--- config.mk ---
export PLATFORM = sky130hd
export DESIGN_NAME = rvsteel_bus_arbiter
export DESIGN_NICKNAME = d
export VERILOG_FILES = /design/src/rtl/rvsteel_bus_pkg.sv /design/src/rtl/rvsteel_rr_picker.sv /design/src/rtl/rvsteel_bus_arbiter.sv
export SDC_FILE = /design/constraint.sdc
export NUM_CORES = 1
export LEC_CHECK = 0
export CORE_ASPECT_RATIO = 0.5
export CORE_MARGIN = 3
export CORE_UTILIZATION = 25
export CTS_CLUSTER_DIAMETER = 120
export DETAILED_ROUTE_END_ITERATION = 16
export GPL_TIMING_DRIVEN = 0
export PLACE_DENSITY = 0.63
export SYNTH_ARGS = -nofsm -noshare
export SYNTH_HDL_FRONTEND = slang
export SYNTH_SLANG_ARGS = --single-unit
--- constraint.sdc ---
create_clock -name clock -period 2.5 [get_ports clock]
set_input_delay 0.625 -clock clock [delete_from_list [all_inputs] [get_ports clock]]
set_output_delay 0.625 -clock clock [all_outputs]
set_load 0.05 [all_outputs]
--- src/rtl/rvsteel_bus_pkg.sv ---
// rtl/rvsteel_bus_pkg.sv - shared bus widths and arbiter state encodings
package rvsteel_bus_pkg;

    localparam int ADDR_WIDTH = 32;
    localparam int DATA_WIDTH = 32;
    localparam int STRB_WIDTH = 4;

    typedef enum logic [1:0] {
        ARB_IDLE  = 2'd0,
        ARB_ISSUE = 2'd1,
        ARB_WAIT  = 2'd2
    } arb_state_t;

endpackage

--- src/rtl/rvsteel_rr_picker.sv ---
// rtl/rvsteel_rr_picker.sv - combinational round-robin search over pending requesters
//   pending    : one bit per requester
//   last_grant : index of the most recently served requester
//   winner     : one-hot choice, zero when nothing is pending
//   found      : high when winner is non-zero
module rvsteel_rr_picker
    import rvsteel_bus_pkg::*;
#(
    parameter int NUM_MANAGERS = 2,
    parameter int IDX_W        = $clog2(NUM_MANAGERS)
) (
    input  logic [NUM_MANAGERS-1:0] pending,
    input  logic [IDX_W-1:0]        last_grant,
    output logic [NUM_MANAGERS-1:0] winner,
    output logic                    found
);

    // Two passes emulate a modulo-N search starting just after last_grant:
    // first the indices above it, then wrap around to the indices up to it.
    always_comb begin
        winner = '0;
        found  = 1'b0;
        for (int i = 0; i < NUM_MANAGERS; i++) begin
            if (!found && pending[i] && (i > int'(last_grant))) begin
                winner[i] = 1'b1;
                found     = 1'b1;
            end
        end
        for (int i = 0; i < NUM_MANAGERS; i++) begin
            if (!found && pending[i] && (i <= int'(last_grant))) begin
                winner[i] = 1'b1;
                found     = 1'b1;
            end
        end
    end

endmodule

--- src/rtl/rvsteel_bus_arbiter.sv ---
// rtl/rvsteel_bus_arbiter.sv - round-robin arbiter sharing the rvsteel_bus manager port
//   clock, reset          : rising-edge clock, asynchronous active-low reset
//   mgr_*                 : packed per-requester request side, responses returned per slot
//   bus_*                 : single manager port toward rvsteel_bus
//   grant                 : one-hot owner during ISSUE and WAIT
//   timeout_error         : pulse when a transaction is force-completed
module rvsteel_bus_arbiter
    import rvsteel_bus_pkg::*;
#(
    parameter int NUM_MANAGERS   = 2,
    parameter int TIMEOUT_CYCLES = 255
) (
    input  logic                               clock,
    input  logic                               reset,

    input  logic [NUM_MANAGERS*ADDR_WIDTH-1:0] mgr_rw_address,
    input  logic [NUM_MANAGERS*DATA_WIDTH-1:0] mgr_write_data,
    input  logic [NUM_MANAGERS*STRB_WIDTH-1:0] mgr_write_strobe,
    input  logic [NUM_MANAGERS-1:0]            mgr_read_request,
    input  logic [NUM_MANAGERS-1:0]            mgr_write_request,
    output logic [NUM_MANAGERS*DATA_WIDTH-1:0] mgr_read_data,
    output logic [NUM_MANAGERS-1:0]            mgr_read_response,
    output logic [NUM_MANAGERS-1:0]            mgr_write_response,

    output logic [ADDR_WIDTH-1:0]              bus_rw_address,
    output logic [DATA_WIDTH-1:0]              bus_write_data,
    output logic [STRB_WIDTH-1:0]              bus_write_strobe,
    output logic                               bus_read_request,
    output logic                               bus_write_request,
    input  logic [DATA_WIDTH-1:0]              bus_read_data,
    input  logic                               bus_read_response,
    input  logic                               bus_write_response,

    output logic [NUM_MANAGERS-1:0]            grant,
    output logic                               timeout_error
);

    localparam int IDX_W = $clog2(NUM_MANAGERS);
    localparam int CNT_W = $clog2(TIMEOUT_CYCLES + 1);
    localparam logic [CNT_W-1:0] TIMEOUT_LAST = CNT_W'(TIMEOUT_CYCLES - 1);

    arb_state_t             state;
    logic [IDX_W-1:0]       last_grant;
    logic                   op_write;
    logic [CNT_W-1:0]       timeout_count;

    logic [NUM_MANAGERS-1:0] pending;
    logic [NUM_MANAGERS-1:0] winner;
    logic                    found;

    logic [ADDR_WIDTH-1:0]  sel_address;
    logic [DATA_WIDTH-1:0]  sel_data;
    logic [STRB_WIDTH-1:0]  sel_strobe;
    logic                   sel_write;
    logic [IDX_W-1:0]       grant_idx;

    logic                   in_flight;
    logic                   bus_match;
    logic                   timed_out;
    logic                   complete;

    assign pending = mgr_read_request | mgr_write_request;

    rvsteel_rr_picker #(
        .NUM_MANAGERS (NUM_MANAGERS),
        .IDX_W        (IDX_W)
    ) u_picker (
        .pending    (pending),
        .last_grant (last_grant),
        .winner     (winner),
        .found      (found)
    );

    // Attributes of the winning requester. A simultaneous read and write
    // request is treated as a write.
    always_comb begin
        sel_address = '0;
        sel_data    = '0;
        sel_strobe  = '0;
        sel_write   = 1'b0;
        for (int i = 0; i < NUM_MANAGERS; i++) begin
            if (winner[i]) begin
                sel_address = mgr_rw_address[i*ADDR_WIDTH +: ADDR_WIDTH];
                sel_data    = mgr_write_data[i*DATA_WIDTH +: DATA_WIDTH];
                sel_strobe  = mgr_write_strobe[i*STRB_WIDTH +: STRB_WIDTH];
                sel_write   = mgr_write_request[i];
            end
        end
    end

    always_comb begin
        grant_idx = '0;
        for (int i = 0; i < NUM_MANAGERS; i++) begin
            if (grant[i]) begin
                grant_idx = IDX_W'(i);
            end
        end
    end

    // Completion is combinational so the owner sees the bus response in the
    // same cycle; responses of the wrong kind or outside a transaction are
    // simply not matched.
    assign in_flight = (state == ARB_ISSUE) || (state == ARB_WAIT);
    assign bus_match = op_write ? bus_write_response : bus_read_response;
    assign timed_out = (state == ARB_WAIT) && !bus_match && (timeout_count == TIMEOUT_LAST);
    assign complete  = in_flight && (bus_match || timed_out);

    assign timeout_error      = timed_out;
    assign mgr_read_response  = (complete && !op_write) ? grant : '0;
    assign mgr_write_response = (complete &&  op_write) ? grant : '0;

    // Read data reaches only the owner's slot, and only with a real read
    // response; a forced completion returns zero.
    always_comb begin
        mgr_read_data = '0;
        for (int i = 0; i < NUM_MANAGERS; i++) begin
            if (grant[i] && in_flight && !op_write && bus_read_response) begin
                mgr_read_data[i*DATA_WIDTH +: DATA_WIDTH] = bus_read_data;
            end
        end
    end

    always_ff @(posedge clock or negedge reset) begin
        if (!reset) begin
            state             <= ARB_IDLE;
            last_grant        <= IDX_W'(NUM_MANAGERS - 1);
            grant             <= '0;
            op_write          <= 1'b0;
            timeout_count     <= '0;
            bus_rw_address    <= '0;
            bus_write_data    <= '0;
            bus_write_strobe  <= '0;
            bus_read_request  <= 1'b0;
            bus_write_request <= 1'b0;
        end else begin
            bus_read_request  <= 1'b0;
            bus_write_request <= 1'b0;
            case (state)
                ARB_IDLE: begin
                    if (found) begin
                        grant             <= winner;
                        op_write          <= sel_write;
                        bus_rw_address    <= sel_address;
                        bus_write_data    <= sel_data;
                        bus_write_strobe  <= sel_strobe;
                        bus_read_request  <= !sel_write;
                        bus_write_request <= sel_write;
                        state             <= ARB_ISSUE;
                    end
                end
                ARB_ISSUE: begin
                    timeout_count <= '0;
                    if (complete) begin
                        last_grant <= grant_idx;
                        grant      <= '0;
                        state      <= ARB_IDLE;
                    end else begin
                        state <= ARB_WAIT;
                    end
                end
                ARB_WAIT: begin
                    if (complete) begin
                        last_grant <= grant_idx;
                        grant      <= '0;
                        state      <= ARB_IDLE;
                    end else begin
                        timeout_count <= timeout_count + CNT_W'(1);
                    end
                end
                default: begin
                    grant <= '0;
                    state <= ARB_IDLE;
                end
            endcase
        end
    end

endmodule

==> results.json <==
{
  "htree_levels": 3,
  "seq_area_frac_synth": 0.4797,
  "rsz0062_at_grt": "true",
  "vias": 4914,
  "cts-root-buf": "clkbuf_16",
  "routed_wl_um": 18610,
  "final_nets": 995,
  "stdcell_area_um2": 8607,
  "die_area_um2": 19260,
  "ys_warn_count": 0,
  "synth_top_family_by_area": "compound AO/OA/AOI/OAI gates",
  "synth-compound-area-share": 0.2446,
  "grt_max_degree": 70,
  "clockBufferDepth": 2,
  "vias_per_cell": 4.698,
  "max_cap_viol_count": 0,
  "io_pins": 317,
  "synth.net_count": 656,
  "fin_skew_ps": 6.613,
  "synth-simple-area-share": 0.2003,
  "die_w_um": 193.3,
  "crit_type": "reg -> out",
  "final_antenna_net_count": 0,
  "synthMuxAreaShare": 0.009703,
  "dp_cells": 1019,
  "place_area_um2": 7861,
  "setup_slack_ps": 16.66,
  "drtIter0Drc": 219,
  "synth-async-reset-ratio": 1.000,
  "grt_pass1_vias": 5053,
  "cp.arrival_ps": 1860,
  "period_share": 0.9933,
  "start_util": 0.2615,
  "drv_slew": 0,
  "finalSetupViolCount": 0,
  "ir_drop_mv": 0.4834,
  "hold_viol_final": 0,
  "power_density_nw_per_um2": 1150,
  "numPortBuffers": 316,
  "wl_per_cell_um": 17.79,
  "route.detailed.drc": 0,
  "synthesis.area_um2": 4384,
  "fin_setup_tns_ps": 0,
  "start_kind": "register",
  "grt_pass1_wl_um": 28240,
  "clkLatencyLatePin_ps": 330,
  "p_leak_uw": 0.003671,
  "crit_fanout": 3,
  "finalNonFillerCells": 1046,
  "grt_overflow": 0,
  "antenna_found_initial": 1,
  "hpwl_um": 14670,
  "synth.avg_cell_area_um2": 9.230,
  "areaGrowthSynthToFinish_pct": 96.32,
  "synth.distinct_cells": 40,
  "drive_above_1_share": 0.2112,
  "coreArea_um2": 16760,
  "tightest_slew_ps": 580.4,
  "cts_inserted_buffers": 9,
  "grtUsageTotal": 0.1845,
  "path_clk_slew_ps": 60,
  "timing.fmax_mhz": 402.7,
  "cp-end-kind": "output pin",
  "finalCriticalPeriod_ps": 2483,
  "synth_xor_area_frac": 0,
  "syn_inst": 475,
  "min_path_type": "in -> async",
  "pre_cts_ws_ps": -1062,
  "status": "complete, no violations",
  "cp.required_ps": 1880,
  "firstDrtPassIters": 5,
  "clock_sinks": 84,
  "placementRows": 33,
  "synth_seq_cells": 84,
  "synth-edff-count": 0,
  "ctsHoldBuffers": 0,
  "slew_headroom": 0.6118,
  "cts_tree": "done",
  "gp_congestion": 0.7993,
  "synth_top_flop_cell": "dfrtp_1",
  "synth_fa_ha_area_frac": 0.01427,
  "antennaDiodeCount": 0,
  "die_y_um": 99.64
}
synth_stat cells, types with 2 or more instances:
master     number  area (um2)
nor3_1          2       10.01
o311ai_0        2       17.52
clkbuf_1       16       60.06
o21a_1          2       15.01
buf_2          14       70.07
nand2b_1        5       31.28
and3_1          4       25.02
o31ai_1         3       22.52
buf_6           3       33.78
nand2_1        75       281.5
o2bb2ai_1       3       26.28
mux2i_1         2       20.02
nand3_1        12       60.06
nor2_1          6       22.52
dfrtp_1        83        2077
o21ai_0        70       350.3
inv_1           7       26.28
a22oi_1        68       510.5
ha_1            5       62.56
o211ai_1        4       30.03
a21o_1          2       15.01
and2_1         64       400.4
mux2_2          2       22.52
buf_4           4       30.03
or3_1           2       12.51
cells by family (layout without fill, tap and decap cells):
group                    after synthesis  in the layout
AO/OA/AOI/OAI                        162            162
adder cells (fa/ha/maj)                5              5
buffers and inverters                 45            389
flip-flops                            84             84
multiplexers                           4              4
AND/OR/NAND/NOR                      175            175
worst max-delay path, cell delays in order (launching register included):
cell and delay (ps):
dfrtp_2 410, inv_2 70, ha_4 120, nand4_1 160
nor3_2 190, o21a_1 200, and3_1 190, buf_6 170
repair_timing:
item | CTS | global route
setup endpoints to repair | 69 | 56
buffers inserted | 7 | 2
endpoints found under the hold margin | 0 | 0
cloned | 2 | 0
pin swaps | 6 | 10
resized for setup | 460 | 105
per-stage QoR:
stage               hold slack, ps  total power (uW)  utilization
floorplan                    329.4              5959            -
global placement             462.2              8153       0.4675
detailed placement           468.8              8217       0.4690
CTS                          146.4              9847       0.4954
global route                 157.0             10450       0.5134
finish                       156.9              9902       0.5134
layout by cell type (no fill, tap or decap), types with 3 or more instances in the layout:
master	n
clkdlybuf4s50_1	244
dfrtp_1	82
nand2_1	74
o21ai_0	69
a22oi_1	68
and2_1	38
buf_8	31
buf_6	30
buf_4	27
and2_4	26
buf_2	16
nand3_1	12
clkbuf_1	11
clkbuf_16	9
nand2b_1	5
inv_1	4
nor2_1	4
o211ai_1	4
inv_2	3
and3_1	3
o2bb2ai_1	3
o31ai_1	3
ha_4	3
power breakdown:
part           internal (uW)  leakage [uW]  switching, uW
registers               1970       0.00106            361
clock network            876      0.000149            545
logic                   2180       0.00247           3970
total                   5020       0.00367           4880
metal layers:
layer	share of wire	vias up	GRT usage
met5	0.00075	-	0
met4	0.014	2	0.04053
met3	0.042	21	0.03858
met2	0.54	148	0.3482
met1	0.41	2380	0.2183
li1	-	2363	-
worst paths after layout:
kind / startpoint / to / slack, ps / cells after the start
max in group asynchronous: reset / last_grant / 1700 / 2
min in group clock: bus_rw_address[9] / bus_rw_address[9] / 470 / 2
worst min register to register: bus_rw_address[9] / bus_rw_address[9] / 470 / 2
worst max register to register: timeout_count[0] / timeout_count[4] / 600 / 8
worst max-delay path: timeout_count[0] / mgr_write_response[1] / 20 / 7
worst min-delay path: reset / bus_rw_address[31] / 160 / 1
sequential cells by signal (all words and copies together), names as in the netlist:
name               flops
bus_write_strobe       4
grant                  2
bus_write_data        32
bus_write_request      1
state                  2
timeout_count          8
bus_rw_address        32
bus_read_request       1
last_grant             1
op_write               1
final cells by class:
| type | count | area, um2 |
|---|---|---|
| multi-input combinational | 346 | 2203 |
| sequential | 84 | 2105 |
| timing repair buffer | 328 | 3413 |
| buffer | 38 | 257.7 |
| tap | 227 | 284.0 |
| inverter | 7 | 26.28 |
| clock buffer | 10 | 229.0 |
| fill | 1546 | 8157 |
| clock inverter | 6 | 88.84 |
No activity file was read; power rests on OpenSTA's default activity.
